==> src/rtl/riscv_trace_pkg.sv <==
// rtl/riscv_trace_pkg.sv - shared types for the instruction trace buffer
// Purpose: capture FSM state encoding, FIFO entry layout, sequence width.
package riscv_trace_pkg;

  localparam int SEQ_W = 16;

  typedef enum logic [1:0] {
    IDLE    = 2'd0,
    ARMED   = 2'd1,
    CAPTURE = 2'd2,
    DONE    = 2'd3
  } trace_state_t;

  // 80-bit entry: {pc, inst, seq}
  typedef struct packed {
    logic [31:0]      pc;
    logic [31:0]      inst;
    logic [SEQ_W-1:0] seq;
  } trace_entry_t;

endpackage

==> src/rtl/trace_fifo.sv <==
// rtl/trace_fifo.sv - synchronous FIFO of trace entries
// Purpose: holds captured entries between the core side and the debug drain port.
// Ports:
//   clk, rst_n      clock, asynchronous active-low reset (pointers only)
//   push_valid      request to store push_entry this cycle
//   push_entry      entry to store
//   push_accepted   push_valid and there is room (counting a same-cycle pop)
//   pop_ready       consumer takes the head entry at this edge
//   pop_valid       head entry present
//   pop_entry       head entry, zero when empty
//   full, count     occupancy status
module trace_fifo
  import riscv_trace_pkg::*;
#(
  parameter int DEPTH = 16
) (
  input  logic                     clk,
  input  logic                     rst_n,
  input  logic                     push_valid,
  input  trace_entry_t             push_entry,
  output logic                     push_accepted,
  input  logic                     pop_ready,
  output logic                     pop_valid,
  output trace_entry_t             pop_entry,
  output logic                     full,
  output logic [$clog2(DEPTH):0]   count
);

  localparam int AW = $clog2(DEPTH);

  logic [AW:0]  wr_ptr_q, wr_ptr_d;
  logic [AW:0]  rd_ptr_q, rd_ptr_d;
  trace_entry_t mem_q [DEPTH];

  logic empty;
  logic pop_fire;

  // Pointers carry one extra bit so full and empty differ only in the MSB.
  assign empty         = (wr_ptr_q == rd_ptr_q);
  assign full          = (wr_ptr_q[AW] != rd_ptr_q[AW]) &&
                         (wr_ptr_q[AW-1:0] == rd_ptr_q[AW-1:0]);
  assign pop_fire      = pop_ready && !empty;
  // A pop in the same cycle frees the slot, so a full FIFO still accepts.
  assign push_accepted = push_valid && (!full || pop_fire);
  assign pop_valid     = !empty;
  assign count         = wr_ptr_q - rd_ptr_q;
  // Gating with empty keeps the head outputs at zero after reset without
  // having to reset the storage array.
  assign pop_entry     = empty ? '0 : mem_q[rd_ptr_q[AW-1:0]];

  always_comb begin
    wr_ptr_d = wr_ptr_q;
    rd_ptr_d = rd_ptr_q;
    if (push_accepted) wr_ptr_d = wr_ptr_q + 1'b1;
    if (pop_fire)      rd_ptr_d = rd_ptr_q + 1'b1;
  end

  always_ff @(posedge clk or negedge rst_n) begin
    if (!rst_n) begin
      wr_ptr_q <= '0;
      rd_ptr_q <= '0;
    end else begin
      wr_ptr_q <= wr_ptr_d;
      rd_ptr_q <= rd_ptr_d;
    end
  end

  always_ff @(posedge clk) begin
    if (push_accepted) mem_q[wr_ptr_q[AW-1:0]] <= push_entry;
  end

endmodule

==> src/rtl/inst_trace_buffer.sv <==
// rtl/inst_trace_buffer.sv - triggered instruction trace capture
// Purpose: samples core PC/instruction, starts capture on a PC match, queues
// {pc, inst, seq} entries and drains them over a valid/ready port. The core is
// never stalled; entries that do not fit are dropped and counted.
// Ports:
//   clk, rst_n            core clock, asynchronous active-low reset
//   pc_in, inst_in        core PC and instruction for this cycle
//   arm, stop             one-cycle control pulses
//   trigger_pc            PC that starts a capture
//   out_valid/out_ready   drain handshake; out_pc/out_inst/out_seq head entry
//   count                 FIFO occupancy
//   dropped               saturating count of captures lost to a full FIFO
//   busy                  ARMED or CAPTURE
module inst_trace_buffer
  import riscv_trace_pkg::*;
#(
  parameter int DEPTH       = 16,
  parameter int CAPTURE_LEN = 64
) (
  input  logic                   clk,
  input  logic                   rst_n,
  input  logic [31:0]            pc_in,
  input  logic [31:0]            inst_in,
  input  logic                   arm,
  input  logic                   stop,
  input  logic [31:0]            trigger_pc,
  output logic                   out_valid,
  input  logic                   out_ready,
  output logic [31:0]            out_pc,
  output logic [31:0]            out_inst,
  output logic [SEQ_W-1:0]       out_seq,
  output logic [$clog2(DEPTH):0] count,
  output logic [15:0]            dropped,
  output logic                   busy
);

  trace_state_t     state_q, state_d;
  logic [SEQ_W-1:0] seq_q, seq_d;
  logic [31:0]      cap_cnt_q, cap_cnt_d;
  logic [15:0]      dropped_q, dropped_d;

  logic         trig_hit;
  logic         capture;
  logic         cap_last;
  logic         push_accepted;
  logic         fifo_full;
  logic         drop_event;
  trace_entry_t push_entry;
  trace_entry_t head_entry;

  assign trig_hit = (pc_in == trigger_pc);

  // A restart in ARMED suppresses the match; in CAPTURE the current cycle is
  // still recorded and the counters restart behind it. stop always wins.
  assign capture = !stop &&
                   ((state_q == CAPTURE) ||
                    ((state_q == ARMED) && !arm && trig_hit));

  // This capture is the last one allowed for a bounded run.
  assign cap_last = (CAPTURE_LEN != 0) &&
                    ((cap_cnt_q + 32'd1) == 32'(CAPTURE_LEN));

  assign push_entry = '{pc: pc_in, inst: inst_in, seq: seq_q};

  // The FIFO only refuses a push when it is full with no pop this cycle.
  assign drop_event = capture && fifo_full && !push_accepted;

  always_comb begin
    state_d   = state_q;
    seq_d     = seq_q;
    cap_cnt_d = cap_cnt_q;
    dropped_d = dropped_q;

    if (capture) begin
      // seq advances even on a drop so gaps reveal lost entries
      seq_d     = seq_q + 1'b1;
      cap_cnt_d = cap_cnt_q + 32'd1;
    end

    if (drop_event && (dropped_q != 16'hFFFF)) begin
      dropped_d = dropped_q + 16'd1;
    end

    if (arm) begin
      state_d   = ARMED;
      seq_d     = '0;
      cap_cnt_d = '0;
    end else begin
      unique case (state_q)
        ARMED: begin
          if (trig_hit) begin
            state_d = (stop || cap_last) ? DONE : CAPTURE;
          end
        end
        CAPTURE: begin
          if (stop || cap_last) state_d = DONE;
        end
        default: state_d = state_q;
      endcase
    end
  end

  always_ff @(posedge clk or negedge rst_n) begin
    if (!rst_n) begin
      state_q   <= IDLE;
      seq_q     <= '0;
      cap_cnt_q <= '0;
      dropped_q <= '0;
    end else begin
      state_q   <= state_d;
      seq_q     <= seq_d;
      cap_cnt_q <= cap_cnt_d;
      dropped_q <= dropped_d;
    end
  end

  trace_fifo #(
    .DEPTH(DEPTH)
  ) u_fifo (
    .clk           (clk),
    .rst_n         (rst_n),
    .push_valid    (capture),
    .push_entry    (push_entry),
    .push_accepted (push_accepted),
    .pop_ready     (out_ready),
    .pop_valid     (out_valid),
    .pop_entry     (head_entry),
    .full          (fifo_full),
    .count         (count)
  );

  assign out_pc   = head_entry.pc;
  assign out_inst = head_entry.inst;
  assign out_seq  = head_entry.seq;
  assign dropped  = dropped_q;
  assign busy     = (state_q == ARMED) || (state_q == CAPTURE);

endmodule
==> config.mk <==
export PLATFORM = sky130hd
export DESIGN_NAME = inst_trace_buffer
export DESIGN_NICKNAME = d
export VERILOG_FILES = /design/src/rtl/riscv_trace_pkg.sv /design/src/rtl/trace_fifo.sv /design/src/rtl/inst_trace_buffer.sv
export SDC_FILE = /design/constraint.sdc
export NUM_CORES = 2
export LEC_CHECK = 0
export BUFFER_PORTS_ARGS = -buffer_cell sky130_fd_sc_hd__buf_2
export CORE_AREA = 5 5 315 317
export CTS_CLUSTER_SIZE = 30
export DETAILED_ROUTE_END_ITERATION = 7
export DIE_AREA = 0 0 320 322
export GPL_ROUTABILITY_DRIVEN = 0
export PLACE_DENSITY_LB_ADDON = 0.08
export REMOVE_ABC_BUFFERS = 1
export SYNTH_ARGS = -nofsm -noshare
export SYNTH_HDL_FRONTEND = slang
export SYNTH_SLANG_ARGS = --single-unit
export TNS_END_PERCENT = 1
==> constraint.sdc <==
create_clock -name clk -period 4.9 [get_ports clk]
set_input_delay 0.49 -clock clk [delete_from_list [all_inputs] [get_ports clk]]
set_output_delay 0.49 -clock clk [all_outputs]
set_load 0.005 [all_outputs]
==> impl_metrics.json <==
{
  "grt-ovfl-total": 0,
  "first_pass_iters": 5,
  "die_w_um": 320,
  "cp.arrival_ns": 3.79,
  "synth.top_cells.by_area": "edfxtp_1 72%, mux4_2 17%, dfrtp_1 3.6%",
  "fmax_ghz": 0.234,
  "vias": 25500,
  "grt_pass1_vias": 26800,
  "setup_violations": 0,
  "maxCapViolCount": 0,
  "clkPwrFrac": 0.340,
  "slowest_delay_ns": 0.84,
  "clockRootBuffer": "clkbuf_16",
  "synthMuxAreaShare": 0.170,
  "start_util": 0.556,
  "rrSetupSlack_ns": 1.23,
  "core.rowCount": 114,
  "grt_usage": 0.239,
  "synth.ff_latch_count": 1356,
  "rsz0062_at_grt": "no",
  "clock_skew_ns": 0.0199,
  "syn_area_per_cell_um2": 22.1,
  "synth_top_cell_by_area": "edfxtp_1",
  "grt_max_degree": 115,
  "die_h_um": 322,
  "p_sw_frac": 0.261,
  "critPathSlowestCell": "dfrtp_4",
  "synth.top_cell.area_share": 0.720,
  "routed_via_density": 6.22,
  "synthAdderAreaFrac": 0.00389,
  "synthFlopType": "edfxtp_1",
  "netlist_area_um2": 53400,
  "io_pins": 204,
  "drc": 0,
  "hold_viol": 0,
  "final.setup.tns_ns": 0,
  "yosys.cell_count.top_type": "edfxtp_1",
  "power.internal_uw": 22700,
  "criticalPathCategory": "reg2out",
  "async_flop_share": 0.0560,
  "synth-compound-area-share": 0.00455,
  "cp_data_required_time_ns": 4.41,
  "outcome": "finished, final reports clean",
  "final_net_count": 2824,
  "cpMostUsedCell": "inv_1",
  "first_iter_violations": 2580,
  "area_delta_synth_final_pct": 14.6,
  "finalCritPeriodShare": 0.873,
  "p_switching_uw": 8020,
  "placed_area_um2": 56700,
  "p_leak_uw": 0.0204,
  "cp-end-kind": "output pin",
  "synth_top_family_by_area": "multiplexers",
  "antenna_left": 0,
  "hold_buffers": 1,
  "syn_inst": 2421,
  "min_period_ns": 4.28,
  "peakVddDrop_uv": 424,
  "hpwl_mm": 71.1,
  "yosys.cell_types.count": 57,
  "start_kind": "register",
  "path_clk_slew_ns": 0.06,
  "synth_top_cells_by_count": "1280 x edfxtp_1, 400 x mux4_2, 95 x and2_1",
  "clock_path_buffers": 3,
  "p_seq_frac": 0.418,
  "yosysSeqAreaShare": 0.755,
  "dieArea_um2": 103000,
  "synth-simple-area-share": 0.0374,
  "powerDensity_nw_per_um2": 502,
  "cts_max_level": 4,
  "maxSlewViolCount": 0,
  "clock-sinks": 1356,
  "hp-class": "in2reg",
  "power_frac_comb": 0.242,
  "cts_resized": 0,
  "worstSkewPairLatency_ns": 0.73,
  "synth_edf_count": 1280,
  "antenna_found_initial": 18,
  "crit_chain": "inv_1 > ha_1 > nand4_1 > inv_1 > nand2_4 > buf_4 > and2_1 > buf_2",
  "io_buffer_count": 203,
  "tightest_slew_ns": 1.09,
  "final_area_um2": 61200,
  "cts_buffers": 138,
  "drive_above_1_share": 0.324,
  "routed_wl_mm": 122,
  "max_slew_margin": 0.274,
  "cts_tree": "done",
  "yosysWarningCount": 0,
  "post_cts_buffers": 0,
  "synth_xor_xnor_area_share": 0.0172,
  "core-area_um2": 96000,
  "avgRoutedWirePerCell_um": 29.7,
  "fillers": 6430,
  "grt_pass1_wl_mm": 180,
  "crit_fanout": 68
}
[cells in the final DEF, fill, tap and decap left out, types with 26 or more instances in the layout]
cell type / n
buf_2: 202
nand2_1: 34
mux4_2: 400
clkbuf_16: 146
buf_4: 27
nand4_1: 31
nor2_1: 65
clkbuf_1: 26
edfxtp_1: 1280
xnor2_1: 92
and2_1: 83
buf_12: 45
dfrtp_1: 73
nor4_1: 29
[worst max-delay path: cells and delay by family, from the launching register on]
family	cells	cell delay [ns]
flip-flops	1	0.84
adder cells (fa/ha/maj)	1	0.38
AND/OR/NAND/NOR	3	1.06
buffers and inverters	4	0.72
[area by class of cell]
| cell class | instances | area, um^2 | area share |
|---|---|---|---|
| flip-flops and latches | 1356 | 40300 | 0.659 |
| clock buffers | 173 | 3760 | 0.0615 |
| inverters | 22 | 87.6 | 0.00143 |
| multi-input cells | 914 | 12500 | 0.204 |
| clock inverters | 76 | 773 | 0.0126 |
| well taps | 1276 | 1600 | 0.0261 |
| repair buffers | 275 | 2120 | 0.0347 |
| diodes | 5 | 12.5 | 0.000204 |
[logic make-up (layout without fill, tap and decap cells)]
logic type      after synthesis  count (layout)
other cells                   0               5
fa+ha+maj                    16              16
xor+xnor                    105             105
mux                         407             407
simple gates                351             351
flops                      1356            1356
buf+inv                     151             546
compound gates               35              35
[power by group through the flow]
| stage | Clock, uW | Sequential [uW] | Combinational, uW |
|---|---|---|---|
| 2_1_floorplan | 0 | 13500 | 4080 |
| 3_3_place_gp | 0 | 13100 | 7590 |
| 3_5_place_dp | 0 | 13100 | 7610 |
| 4_1_cts | 10700 | 12800 | 7650 |
| 5_1_grt | 11200 | 12800 | 8000 |
| 6_report | 10400 | 12800 | 7450 |
[registers in the layout, indices dropped and copies added (netlist names)]
register         flops
u_fifo.mem_q      1280
state_q              2
u_fifo.wr_ptr_q      5
dropped             16
u_fifo.rd_ptr_q      5
cap_cnt_q           32
seq_q               16
[final timing paths]
check / cells after the start / endpoint / from
max in group asynchronous: 2 / u_fifo.rd_ptr_q[3] / rst_n
worst max register to register: 9 / u_fifo.mem_q[6][30] / u_fifo.rd_ptr_q[3]
worst min register to register: 1 / dropped[4] / dropped[4]
min in group asynchronous: 2 / cap_cnt_q[24] / rst_n
worst max-delay path: 8 / out_inst[1] / u_fifo.rd_ptr_q[3]
worst min-delay path: 3 / u_fifo.rd_ptr_q[0] / out_ready
[per-layer routing]
metal	vias up	routed length [um]	global-route usage
li1	10700	-	-
met2	951	60100	0.386
met1	13700	50400	0.346
met5	-	22	0
met3	148	8970	0.0483
met4	4	2310	0.0571
[stage by stage]
step | utilization | total power [uW] | std cells | hold slack, ns | setup slack (ns)
detailed placement | 0.590 | 20700 | 3842 | 0.477 | 0.944
global placement | 0.590 | 20700 | 3842 | 0.475 | 0.907
global route | 0.638 | 32000 | 4092 | 0.111 | 0.452
CTS | 0.638 | 31100 | 4092 | 0.0720 | 0.542
finish | 0.638 | 30700 | 4097 | 0.124 | 0.625
floorplan | - | 17600 | 2292 | 0.194 | -11.43
Power figures use the tool's default switching activity.
